## src/rtl/cdc_pkg.sv

```systemverilog
// Shared constants and the synchronizer-depth legality check for the toggle
// event crossing blocks.
package cdc_pkg;

  localparam int SYNC_STAGES_MIN = 2;
  localparam int SYNC_STAGES_MAX = 4;
  localparam int PEND_W_DEF      = 2;
  localparam int CNT_W_DEF       = 8;

  function automatic bit sync_stages_legal(input int stages);
    return (stages >= SYNC_STAGES_MIN) && (stages <= SYNC_STAGES_MAX);
  endfunction

endpackage

```

## src/rtl/cdc_sync_bit.sv

```systemverilog
// Reset-to-0 multi-flop synchronizer for one asynchronous level; also used on
// the source side to bring the ack toggle back.
module cdc_sync_bit
  import cdc_pkg::*;
#(
  parameter int STAGES = 3
) (
  input  logic clk,
  input  logic rst,
  input  logic d_in,
  output logic q_out
);

  if (!sync_stages_legal(STAGES)) begin : g_bad_stages
    $error("cdc_sync_bit: STAGES=%0d outside %0d..%0d", STAGES, SYNC_STAGES_MIN, SYNC_STAGES_MAX);
  end

  logic [STAGES-1:0] sync_q;
  logic [STAGES-1:0] sync_d;

  always_comb begin
    sync_d = {sync_q[STAGES-2:0], d_in};
  end

  always_ff @(posedge clk or posedge rst) begin
    if (rst) begin
      sync_q <= {STAGES{1'b0}};
    end else begin
      sync_q <= sync_d;
    end
  end

  assign q_out = sync_q[STAGES-1];

endmodule

```

## src/rtl/cdc_toggle_rx.sv

```systemverilog
// Receive side of the toggle event crossing: synchronize, decode transitions,
// buffer in a pending counter, deliver by valid/ready. ack_tog exists only
// when CDC_TOGGLE_RX_ACK_EN is defined.
module cdc_toggle_rx
  import cdc_pkg::*;
#(
  parameter int SYNC_STAGES = 3,
  parameter int PEND_W      = PEND_W_DEF,
  parameter int CNT_W       = CNT_W_DEF
) (
  input  logic             clk,
  input  logic             rst,
  input  logic             tog_in,
  output logic             evt_valid,
  input  logic             evt_ready,
  output logic [CNT_W-1:0] evt_count,
  output logic             overflow,
`ifdef CDC_TOGGLE_RX_ACK_EN
  output logic             ack_tog,
`endif
  input  logic             clr_ovf
);

  localparam logic [PEND_W-1:0] PEND_MAX  = {PEND_W{1'b1}};
  localparam logic [PEND_W-1:0] PEND_ZERO = {PEND_W{1'b0}};
  localparam logic [PEND_W-1:0] PEND_ONE  = PEND_W'(1'b1);
  localparam logic [CNT_W-1:0]  CNT_ONE   = CNT_W'(1'b1);

  logic              sync_s;
  logic              edge_s;
  logic              pop_s;
  logic              ovf_set_s;
  logic              prev_q,      prev_d;
  logic [PEND_W-1:0] pend_q,      pend_d;
  logic              evt_valid_q, evt_valid_d;
  logic [CNT_W-1:0]  evt_count_q, evt_count_d;
  logic              overflow_q,  overflow_d;

  cdc_sync_bit #(
    .STAGES (SYNC_STAGES)
  ) u_sync (
    .clk   (clk),
    .rst   (rst),
    .d_in  (tog_in),
    .q_out (sync_s)
  );

  // evt_valid is a flop, so pop never depends combinationally on evt_ready->evt_valid
  assign edge_s    = sync_s ^ prev_q;
  assign pop_s     = evt_valid_q & evt_ready;
  assign ovf_set_s = edge_s & ~pop_s & (pend_q == PEND_MAX);

  always_comb begin
    prev_d      = sync_s;
    pend_d      = pend_q;
    evt_count_d = evt_count_q;
    overflow_d  = overflow_q;
    if (edge_s && !pop_s) begin
      if (pend_q == PEND_MAX) begin
        pend_d = pend_q;
      end else begin
        pend_d = pend_q + PEND_ONE;
      end
    end else if (pop_s && !edge_s) begin
      pend_d = pend_q - PEND_ONE;
    end else begin
      pend_d = pend_q;
    end
    if (pop_s) begin
      evt_count_d = evt_count_q + CNT_ONE;
    end else begin
      evt_count_d = evt_count_q;
    end
    // a fresh overflow beats a same-cycle clear so no drop goes unreported
    if (ovf_set_s) begin
      overflow_d = 1'b1;
    end else if (clr_ovf) begin
      overflow_d = 1'b0;
    end else begin
      overflow_d = overflow_q;
    end
    evt_valid_d = (pend_d != PEND_ZERO);
  end

  always_ff @(posedge clk or posedge rst) begin
    if (rst) begin
      prev_q      <= 1'b0;
      pend_q      <= PEND_ZERO;
      evt_valid_q <= 1'b0;
      evt_count_q <= {CNT_W{1'b0}};
      overflow_q  <= 1'b0;
    end else begin
      prev_q      <= prev_d;
      pend_q      <= pend_d;
      evt_valid_q <= evt_valid_d;
      evt_count_q <= evt_count_d;
      overflow_q  <= overflow_d;
    end
  end

  assign evt_valid = evt_valid_q;
  assign evt_count = evt_count_q;
  assign overflow  = overflow_q;

`ifdef CDC_TOGGLE_RX_ACK_EN
  logic ack_tog_q, ack_tog_d;

  always_comb begin
    if (pop_s) begin
      ack_tog_d = ~ack_tog_q;
    end else begin
      ack_tog_d = ack_tog_q;
    end
  end

  always_ff @(posedge clk or posedge rst) begin
    if (rst) begin
      ack_tog_q <= 1'b0;
    end else begin
      ack_tog_q <= ack_tog_d;
    end
  end

  assign ack_tog = ack_tog_q;
`endif

endmodule

```

## config.mk

```make
export PLATFORM = sky130hd
export DESIGN_NAME = cdc_toggle_rx
export DESIGN_NICKNAME = d
export VERILOG_FILES = /design/src/rtl/cdc_pkg.sv /design/src/rtl/cdc_sync_bit.sv /design/src/rtl/cdc_toggle_rx.sv
export SDC_FILE = /design/constraint.sdc
export NUM_CORES = 1
export LEC_CHECK = 0
export CAP_MARGIN = 20
export CORE_MARGIN = 3
export CORE_UTILIZATION = 40
export DETAILED_ROUTE_END_ITERATION = 10
export PLACE_DENSITY = 0.7
export SKIP_LAST_GASP = 1
export SLEW_MARGIN = 20
export SYNTH_ARGS = -nofsm -noshare
export SYNTH_HDL_FRONTEND = slang
export SYNTH_SLANG_ARGS = --single-unit
export TNS_END_PERCENT = 100
```

## constraint.sdc

```tcl
create_clock -name clk -period 1.9 [get_ports clk]
set_input_delay 0.19 -clock clk [delete_from_list [all_inputs] [get_ports clk]]
set_output_delay 0.19 -clock clk [all_outputs]
set_load 0.02 [all_outputs]
```

==> results of run 1 <==
[cell usage after synthesis]
library cell   n  area [um2]
a32o_1         1        10.0
and2_1         1        6.26
and3_1         2        12.5
and3_4         1        11.3
and4_1         1        8.76
buf_6          1        11.3
dfrtp_1       16         400
ha_1           4        50.1
inv_1          5        18.8
nand2_1        7        26.3
nand3_1        2        10.0
nand4_1        3        18.8
nor2_1         1        3.75
nor3_1         1        5.00
o211ai_2       1        12.5
o31ai_2        1        12.5
xnor2_1        7        61.3
xnor2_2        2        32.5
xor2_1         1        8.76
[power breakdown]
group | switching [W] | total, W | internal (W) | leakage, nW
Clock | 0.0000994 | 0.000216 | 0.000117 | 0.0210
Combinational | 0.000243 | 0.000498 | 0.000255 | 0.203
Sequential | 0.000111 | 0.000549 | 0.000439 | 0.190
[flip-flops by register name, summed over array words and instances (netlist names)]
register       cells
evt_valid          1
overflow           1
pend_q             2
u_sync.sync_q      3
prev_q             1
evt_count          8
[per-stage QoR]
step / setup slack, ps / total power, W / hold slack [ps] / cells
after floorplan: 634 / 0.000850 / 104 / 58
after global placement: 382 / 0.00105 / 336 / 95
after detailed placement: 397 / 0.00106 / 337 / 95
after CTS: 299 / 0.00129 / 277 / 99
after global routing: 229 / 0.00136 / 300 / 99
final: 323 / 0.00126 / 257 / 99
[worst min-delay path by stage]
stage	from	to	slack, ps
5_1_grt	rst	u_sync.sync_q[2]	300
4_1_cts	rst	evt_count[7]	280
3_3_place_gp	u_sync.sync_q[1]	u_sync.sync_q[2]	340
2_1_floorplan	rst	evt_count[0]	100
6_report	rst	evt_count[1]	260
3_5_place_dp	u_sync.sync_q[0]	u_sync.sync_q[1]	340
[cell families (layout without fill, tap and decap cells)]
logic type                 Yosys count  count (layout)  synth area share
adders and majority gates            4               4            0.0694
xor gates and xnor gates            10              10             0.142
and+or+nand+nor                     19              19             0.142
buffers and inverters                6              23            0.0417
AOI/OAI and AO/OA                    3               3            0.0486
DFF                                 16              16             0.556
[cell type report]
cell class	instances	area, um2
inverters	5	18.8
multi-input cells	36	290
flip-flops and latches	16	400
fillers	144	678
well taps	24	30.0
repair buffers	14	140
clock buffers	4	36.3
[per-layer routing]
layer,global-route usage,part of all wire,vias to the layer above
met5,0,0,-
met3,0.0491,0.057,0
met1,0.134,0.47,216
li1,-,-,226
met4,0.0284,0,0
met2,0.188,0.47,10
==> impl_metrics.yaml, run 1 <==
setup_path:
  path_class: "flop to primary output"
  worstPathRequired_ps: 1710
  cp.depth: 1
  crit_buf_inv: 1
  reg2reg_slack_ps: 660
  cp_max_fo: 6
  cp-startpoint: "evt_count[0]"
  reg2regPathDepth: 4
  worstSetupEndpoint: "evt_count[0]"
  slowest_delay_ps: 640
  critPathCaptureType: "primary output"
  startpoint_type: "flop"
  crit_family: "buffers and inverters"
  reg2reg_to: "evt_count[7]"
  critPathArrivalTime_ps: 1390
  path_cells: "clkdlybuf4s50_1"
  r2r_start: "evt_count[2]"
  cpMaxStageDelayCell: "clkdlybuf4s50_1"
clock_network:
  clock-root-buffer: "clkbuf_4"
  ctsHoldBuffers: 0
  clk_latency_ps: 280
  cts_made_buffers: 3
  clk_pin_slew_ps: 90
  cts.sinks: 16
  h-tree-depth: 1
  cts_setup_buffers: 0
  cts_tree: "built"
  cts_buffer_depth: 2
  cts_resized: 0
logic_synthesis:
  synth_cell_types: 19
  ys_warn_count: 0
  yosysSeqAreaShare: 0.556
  avgSynthCellArea_um2: 12.4
  syn-cell-area_um2: 721
  synth.net_count: 67
  netlist_instances: 58
  synth-seq-cells: 16
grt:
  track_usage: 0.113
  grt_pass1_wl_um: 2070
  grt_pass1_vias: 484
  grt-ovfl-total: 0
  grt_max_degree: 17
  grt_antenna_before_repair: 0
placed_design:
  io_buffers: 14
  dp_hpwl_um: 862
  gp_congestion: 0.723
  placed_cell_area_um2: 880
floorplan:
  die_y_um: 48.4
  pin_count: 15
  row_count: 14
  initial_core_util: 0.452
  coreArea_mm2: 0.00159
  die_area_mm2: 0.00235
  die_w_um: 48.4
final_layout:
  final_nets: 85
  finish.instance_area_um2: 916
  final_cell_mix: "dfrtp_1 (16), clkdlybuf4s50_1 (14), xnor2_1 (7), nand2_1 (7), inv_1 (5)"
  final_common_cell: "dfrtp_1"
  final_layout_size_suffix_gt1_frac: 0.120
  syn2layout_area_growth_pct: 27.1
  post-route-util: 0.575
  n_antenna_cell: 0
timing:
  drv_slew: 0
  max_freq_mhz: 634
  maxSlewHeadroom: 0.616
  min_period_ps: 1580
  setup-tns-final_ps: 0
  hold_viol: 0
  rsz0062_at_grt: "false"
  fin_worst_skew_ps: 4.20
  finalSetupViolCount: 0
  tightest_slew_ps: 575
  post-route-period-util: 0.830
drt:
  ant_nets: 0
  drt-pass1-iter-count: 2
  drt-initial-drc-count: 1
  routed_wirelength_um: 1130
  wl_per_cell_um: 11.4
  route.detailed.vias_per_inst: 4.57
  vias: 452
  drc: 0
outcome:
  status: "complete, no violations"
worst_hold_path:
  hold_path_class: "input port to asynchronous set/reset pin"
run:
  max_cap_violations: 0
power_and_ir_drop:
  p_leak_nw: 0.414
  ir_drop_uv: 752
  powerDensity_mw_per_mm2: 1380
Power figures use the tool's default switching activity.
==> run 2, diff against run 1 <==
- clock period: 1.9 -> 1.6 ns (I/O delays scaled with it)
==> run 2 against run 1 <==
Against the previous run: die area unchanged; power increased by 19%; worst hold slack got worse by 30 ps; clock skew unchanged.
==> impl_metrics.yaml, run 2 (same netlist as run 1, synthesis figures left out) <==
setup_path:
  worstPathRequired_ps: 1440
  critPathCaptureType: "primary output"
  cp.depth: 1
  cpMaxStageDelayCell: "clkdlybuf4s50_1"
  reg2regPathDepth: 4
  crit_family: "buffers and inverters"
  reg2reg_to: "evt_count[7]"
  cp_max_fo: 6
  startpoint_type: "flop"
  reg2reg_slack_ps: 360
  crit_buf_inv: 1
  path_class: "flop to primary output"
  slowest_delay_ps: 640
  path_cells: "clkdlybuf4s50_1"
  r2r_start: "evt_count[2]"
  critPathArrivalTime_ps: 1370
floorplan:
  die_area_mm2: 0.00235
  pin_count: 15
  coreArea_mm2: 0.00159
  die_y_um: 48.4
  die_w_um: 48.4
  initial_core_util: 0.452
  row_count: 14
timing:
  hold-worst-slack_ps: 227
  finalSetupViolCount: 0
  max_freq_mhz: 655
  hold_viol: 0
  drv_slew: 0
  fin_worst_skew_ps: 4.20
  min_period_ps: 1530
  rsz0062_at_grt: "false"
  tightest_slew_ps: 575
  post-route-period-util: 0.954
  setup-tns-final_ps: 0
  maxSlewHeadroom: 0.616
clock_network:
  clk_pin_slew_ps: 90
  cts.sinks: 16
  cts_made_buffers: 3
  cts_buffer_depth: 2
  cts_tree: "built"
  clk_latency_ps: 280
  clock-root-buffer: "clkbuf_4"
  h-tree-depth: 1
power_and_ir_drop:
  switching_share: 0.360
  switchingPower_w: 0.000538
  power_frac_clock: 0.171
  p_int_w: 0.000959
  combPwrFrac: 0.394
  p_leak_nw: 0.423
  powerDensity_mw_per_mm2: 1630
  ir_drop_uv: 891
  pwr-share-seq: 0.435
final_layout:
  post-route-util: 0.576
  multi_input_area_um2: 290
  final_cell_mix: "dfrtp_1 (16), clkdlybuf4s50_1 (13), xnor2_1 (7), nand2_1 (7), inv_1 (5)"
  fillCellCount: 143
  seqCellArea_um2: 400
  final_common_cell: "dfrtp_1"
  final_layout_size_suffix_gt1_frac: 0.120
  final_nets: 85
  n_antenna_cell: 0
  syn2layout_area_growth_pct: 27.4
  largest_reg_flops: 8
  final_cells: 99
grt:
  grt_pass1_vias: 484
  grt_max_degree: 17
  track_usage: 0.113
  grt-ovfl-total: 0
  grt_pass1_wl_um: 2070
  grt_antenna_before_repair: 0
drt:
  vias: 452
  wl_per_cell_um: 11.4
  drt-initial-drc-count: 1
  drt-pass1-iter-count: 2
  routed_wirelength_um: 1130
  ant_nets: 0
  route.detailed.vias_per_inst: 4.57
  drc: 0
worst_hold_path:
  hold_path_class: "input port to asynchronous set/reset pin"
placed_design:
  dp_hpwl_um: 862
  dp_cells: 95
  io_buffers: 14
  gp_congestion: 0.723
run:
  max_cap_violations: 0
outcome:
  status: "complete, no violations"
-- run 2: changes by cell type in the layout (fill, tap and decap cells not counted), sizes merged --
cell,previous run,this run
clkdlybuf4s50,14,13
dlymetal6s2s,0,1
-- run 2: cell type report --
cell class | count | area share
sequential | 16 | 0.436
multi-input combinational | 36 | 0.316
timing repair buffer | 14 | 0.155
clock buffer | 4 | 0.0395
tap | 24 | 0.0327
inverter | 5 | 0.0204
-- run 2: worst max path at each step --
stage / start / endpoint
6_report: evt_count[1] / evt_count[1]
5_1_grt: evt_count[1] / evt_count[1]
4_1_cts: evt_count[0] / evt_count[0]
3_5_place_dp: evt_ready / evt_count[7]
3_3_place_gp: evt_ready / evt_count[7]
2_1_floorplan: evt_count[2] / evt_count[7]
-- run 2: metrics by stage --
stage	setup WS (ps)	area [um2]	power [W]
after global routing	11.9	918	0.00161
after detailed placement	127	880	0.00126
after CTS	28.8	916	0.00153
after global placement	112	880	0.00125
final	73.9	918	0.00150
after floorplan	334	721	0.00101
-- run 2: metal layers --
| metal | routed length (um) | part of all wire | track usage |
|---|---|---|---|
| met4 | 0 | 0 | 0.0284 |
| met3 | 65 | 0.057 | 0.0491 |
| met5 | 0 | 0 | 0 |
| met1 | 533 | 0.47 | 0.134 |
| met2 | 534 | 0.47 | 0.188 |
-- run 2: timing repair --
item | CTS | global route
setup buffers | 0 | 0
endpoints found under the setup margin | 0 | 1
endpoints found under the hold margin | 0 | 0
hold buffers | 0 | 0
resized for setup | 0 | 1
-- run 2: power by group through the flow --
stage	Combinational, W	Sequential, W	Clock (W)
after floorplan	0.000260	0.000749	0
after global placement	0.000594	0.000658	0
after detailed placement	0.000598	0.000664	0
after CTS	0.000603	0.000655	0.000268
after global routing	0.000642	0.000677	0.000292
final	0.000590	0.000652	0.000256
